<file path="src/rtl/clock_period_meter.sv">
// rtl/clock_period_meter.sv - period and high-time meter for a slow square signal
//
// Measures a slow free-running square signal in i_clk cycles. A measurement
// starts on a synchronized rising edge and completes on the next one. It
// reports the full period and the high time. A timeout is flagged when no
// expected edge arrives within TIMEOUT cycles.
//
// Ports:
//   i_clk      system clock
//   i_reset    asynchronous active-high reset
//   i_sig      signal under measurement, asynchronous to i_clk
//   o_period   last measured period in i_clk cycles
//   o_high     last measured high time in i_clk cycles
//   o_valid    one-cycle pulse when o_period/o_high update
//   o_timeout  level, set on timeout, cleared on the next o_valid

module clock_period_meter #(
  parameter int CNT_W   = 16,
  parameter int TIMEOUT = 1000
) (
  input  logic             i_clk,
  input  logic             i_reset,
  input  logic             i_sig,
  output logic [CNT_W-1:0] o_period,
  output logic [CNT_W-1:0] o_high,
  output logic             o_valid,
  output logic             o_timeout
);

  localparam logic [CNT_W-1:0] CNT_LAST = CNT_W'(TIMEOUT - 1);
  localparam logic [CNT_W-1:0] CNT_ONE  = CNT_W'(1);

  typedef enum logic [1:0] {
    IDLE      = 2'd0,
    MEAS_HIGH = 2'd1,
    MEAS_LOW  = 2'd2
  } state_t;

  state_t           state, state_n;
  logic             s1, s2, s3;
  logic             rise, fall;
  logic [CNT_W-1:0] cnt, cnt_n;
  logic [CNT_W-1:0] h_cnt, h_cnt_n;
  logic [CNT_W-1:0] period_n, high_n;
  logic             valid_n, timeout_n;

  // s3 is a delayed copy of the synchronized signal, used only for edge detection
  assign rise = s2 & ~s3;
  assign fall = ~s2 & s3;

  always_ff @(posedge i_clk or posedge i_reset) begin
    if (i_reset) begin
      s1        <= 1'b0;
      s2        <= 1'b0;
      s3        <= 1'b0;
      state     <= IDLE;
      cnt       <= '0;
      h_cnt     <= '0;
      o_period  <= '0;
      o_high    <= '0;
      o_valid   <= 1'b0;
      o_timeout <= 1'b0;
    end else begin
      s1        <= i_sig;
      s2        <= s1;
      s3        <= s2;
      state     <= state_n;
      cnt       <= cnt_n;
      h_cnt     <= h_cnt_n;
      o_period  <= period_n;
      o_high    <= high_n;
      o_valid   <= valid_n;
      o_timeout <= timeout_n;
    end
  end

  // cnt holds (cycles since the last rise) - 1, so the edge-cycle value is cnt + 1.
  // An edge seen in the same cycle as cnt == CNT_LAST is taken before the timeout.
  always_comb begin
    state_n   = state;
    cnt_n     = cnt;
    h_cnt_n   = h_cnt;
    period_n  = o_period;
    high_n    = o_high;
    valid_n   = 1'b0;
    timeout_n = o_timeout;

    case (state)
      IDLE: begin
        cnt_n = '0;
        if (rise) begin
          state_n = MEAS_HIGH;
        end
      end

      MEAS_HIGH: begin
        cnt_n = cnt + CNT_ONE;
        if (fall) begin
          h_cnt_n = cnt + CNT_ONE;
          state_n = MEAS_LOW;
        end else if (cnt == CNT_LAST) begin
          cnt_n     = '0;
          state_n   = IDLE;
          timeout_n = 1'b1;
        end
      end

      MEAS_LOW: begin
        cnt_n = cnt + CNT_ONE;
        if (rise) begin
          period_n  = cnt + CNT_ONE;
          high_n    = h_cnt;
          valid_n   = 1'b1;
          timeout_n = 1'b0;
          cnt_n     = '0;
          state_n   = MEAS_HIGH;
        end else if (cnt == CNT_LAST) begin
          cnt_n     = '0;
          state_n   = IDLE;
          timeout_n = 1'b1;
        end
      end

      default: begin
        cnt_n   = '0;
        state_n = IDLE;
      end
    endcase
  end

endmodule

</file>
<file path="config.mk">
export PLATFORM = sky130hd
export DESIGN_NAME = clock_period_meter
export DESIGN_NICKNAME = d
export VERILOG_FILES = /design/src/rtl/clock_period_meter.sv
export SDC_FILE = /design/constraint.sdc
export NUM_CORES = 1
export LEC_CHECK = 0
export ABC_AREA = 0
export CAP_MARGIN = 20
export CORE_MARGIN = 2
export CORE_UTILIZATION = 51
export DETAILED_ROUTE_END_ITERATION = 10
export PLACE_DENSITY_LB_ADDON = 0.08
export SETUP_SLACK_MARGIN = 0.02
export SLEW_MARGIN = 20
export SYNTH_ARGS = -nofsm -noshare
export SYNTH_HDL_FRONTEND = slang
export SYNTH_SLANG_ARGS = --single-unit
</file>
<file path="constraint.sdc">
create_clock -name i_clk -period 5.4 [get_ports i_clk]
set_input_delay 0.81 -clock i_clk [delete_from_list [all_inputs] [get_ports i_clk]]
set_output_delay 0.81 -clock i_clk [all_outputs]
set_load 0.02 [all_outputs]
</file>
==> impl_metrics.toml <==
[status]
outcome = "complete, no violations"

[timing]
report.final.slew_viol_count = 0
timing.clock.skew_ns = 0.00874
fmaxAchievable_mhz = 393
grt_setup_unrepaired = "false"
worst_pin_slew_ns = 0.871
final.period_utilization_pct = 47.1
finalSetupTns_ns = 0
post-route-min-period_ns = 2.55
timing.hold.ws_ns = 0.350
timing.slew.headroom_pct = 41.9
finalHoldViolations = 0
setup_violations = 0

[global_route]
first_pass_grt_wire_length_um = 9050
grt_antenna_before_repair = 0
overflow = 0
vias_in_the_first_global_route = 1834
grt_max_degree = 72
global_route.usage.total_pct = 19.6

[cells_and_area]
antenna_cells = 0
final_nets = 328
drive_above_1_share_pct = 7.08
area_delta_synth_final_pct = 22.0
layout.cells.non_filler = 397

[worst_setup_path]
worstPathCellList = "inv_1 -> ha_1 -> inv_1 -> or2_2 -> clkinv_1 -> o31a_1"
timing.reg2reg.worst_path_depth = 6
worst-endpoint-required_ns = 5.64
critical_path.startpoint_type = "register"
worstSetupEndpointType = "register"
cp_data_arrival_time_ns = 2.79
cp_slowest_stage_delay_ns = 0.65
worst_path_most_repeated_cell = "sky130_fd_sc_hd__inv_1"
crit_path_max_fanout = 49
crit_path_class = "reg2reg"
crit_slowest_cell = "sky130_fd_sc_hd__clkinv_1"

[clocking]
root_buffer = "sky130_fd_sc_hd__clkbuf_8"
cts_tree = "done"
max-clock-path-buffers = 2
cts_clk_pin_slew_worst_paths_ns = 0.07
clock_latency_ns = 0.35
cts_max_level = 3
num_clock_sinks = 71
postCtsSetupBuffers = 0
tritoncts.num_buffers = 9
cts_hold_buffers = 0
post_cts_resize_count = 0

[synthesis]
ys_types = 30
number_of_flip_flops_and_latches_in_the_synthesized_netlist = 71
yosysWarnings = 0
synth_top_area_share_pct = 62.0
synthesis.area_per_instance_um2 = 10.1
synth.net_count = 291
seq_area_frac_synth_pct = 62.0
mappedNetlistArea_mm2 = 0.00286
synth_area_leaders = "sky130_fd_sc_hd__dfrtp_1 (62%), sky130_fd_sc_hd__nand2_1 (11%), sky130_fd_sc_hd__o21ai_0 (5.6%)"
syn-instance-count = 283
synth.largest_area_cell = "sky130_fd_sc_hd__dfrtp_1"

[floorplanning]
die_y_um = 78.9
floorplan.rows = 27
chipWidth_um = 78.9
boundaryPins = 37
starting_density_of_the_core_pct = 52.3
die_area_mm2 = 0.00623
core-area_mm2 = 0.00547

[route]
ant_nets = 0
post_drt_via_cell_ratio = 5.06
drt-initial-drc-count = 120
detailedRoute.firstPassIterationCount = 6
drcViolationCount = 0
drt_total_wl_um = 5320
routedWlPerCell_um = 13.4
dr_total_vias = 2010

[power]
p_int_w = 0.000910
netSwitchingFraction_pct = 28.9
static-leakage-power_nw = 1.56
fin_total_pwr_w = 0.00128
max-vdd-ir-drop_mv = 0.215
comb_power_share_pct = 18.1
p_per_area_mw_per_mm2 = 366
clock_power_share_pct = 35.6
switching_power_w = 0.000369
seq_power_share_pct = 46.3

[placement]
place.gp.congestion = 0.784
io_buffer_count = 36
total_half_perimeter_wirelength_after_legalization_and_detailed_placement_um = 3460
dpl.cell_count = 380

[worst_hold_path]
min_path_cells = 0
hold_class = "reg2reg"

[flow_run]
max_cap_violations = 0
-- cells in the mapped netlist, drive strengths merged --
master and instances:
a21oi 2, clkinv 1, xnor2 12, clkbuf 11, mux2i 1, a21o 1, nand4 6, nor3 4
nor2 20, nor4b 1, or3b 1, buf 1, nand3b 1, dfrtp 71, xor2 2, nand2 84
inv 7, o21ai 32, o31a 1, o31ai 1, a31oi 2, nand3 5, ha 5, nand2b 2
or2 1, or4 1, a211o 1, nor4 5, or4bb 1
-- logic make-up after synthesis --
group	share of synthesized area [%]
xor+xnor	4.28
fa+ha+maj	2.18
simple gates	20.4
mux	0.350
buf+inv	2.88
flops	62.0
compound gates	7.82
-- metal layers --
metal  track usage (%)  share of wire (%)
met1              28.2                 50
met2              27.3                 43
met3              4.09                3.8
met4              11.9                2.9
met5                 0                  0
-- state kept, by name, indices dropped and copies added (netlist names) --
register	count
s3	1
o_valid	1
o_high	16
s2	1
state	2
o_timeout	1
o_period	16
cnt	16
h_cnt	16
s1	1
-- layout by cell type (no fill, tap or decap), drive strengths merged, types with 3 or more instances in the layout --
| master | n |
|---|---|
| nor2 | 20 |
| dfrtp | 71 |
| nand2 | 84 |
| ha | 5 |
| inv | 7 |
| nand3 | 5 |
| nor4 | 5 |
| xnor2 | 12 |
| o21ai | 32 |
| clkbuf | 10 |
| clkinv | 3 |
| nor3 | 4 |
| clkdlybuf4s50 | 36 |
| nand4 | 6 |
-- worst paths after layout --
| path | end | from | slack [ns] |
|---|---|---|---|
| setup / recovery | state[0] | state[0] | 2.85 |
| hold / removal | s2 | s1 | 0.35 |
| setup reg to reg | state[0] | state[0] | 2.85 |
| hold reg to reg | s2 | s1 | 0.35 |
| max in group asynchronous | cnt[4] | i_reset | 3.79 |
| min in group asynchronous | o_high[11] | i_reset | 1.04 |
-- power groups by stage --
stage	clock, W	combinational [W]	sequential, W
floorplan	0	0.000162	0.000612
global route	0.000484	0.000258	0.000596
CTS	0.000464	0.000229	0.000592
finish	0.000455	0.000232	0.000593
global placement	0	0.000224	0.000599
detailed placement	0	0.000228	0.000603
-- worst max-delay path, delay by kind of cell (launching register included) --
kind / cells / cell delay, ns
buffers and inverters: 3 / 0.80
and+or+nand+nor: 1 / 0.59
AOI/OAI and AO/OA: 1 / 0.41
DFF: 1 / 0.40
adders and majority gates: 1 / 0.23
-- through the flow --
stage                     instance area (µm²)  utilization [%]  worst slack (ns)
after floorplan                          2860                -              2.79
after global placement                   3270             59.7              2.86
after detailed placement                 3270             59.7              2.79
after CTS                                3480             63.6              2.78
after global routing                     3490             63.8              2.50
final                                    3490             63.8              2.85
-- area by class of cell --
cell class | count | area [µm²]
Multi-Input combinational cell | 192 | 1000
Fill cell | 464 | 1980
Tap cell | 72 | 90.1
Inverter | 8 | 30.0
Sequential cell | 71 | 1780
Timing Repair Buffer | 38 | 379
Clock inverter | 6 | 85.1
Clock buffer | 10 | 128
(Power assumes the default switching activity.)
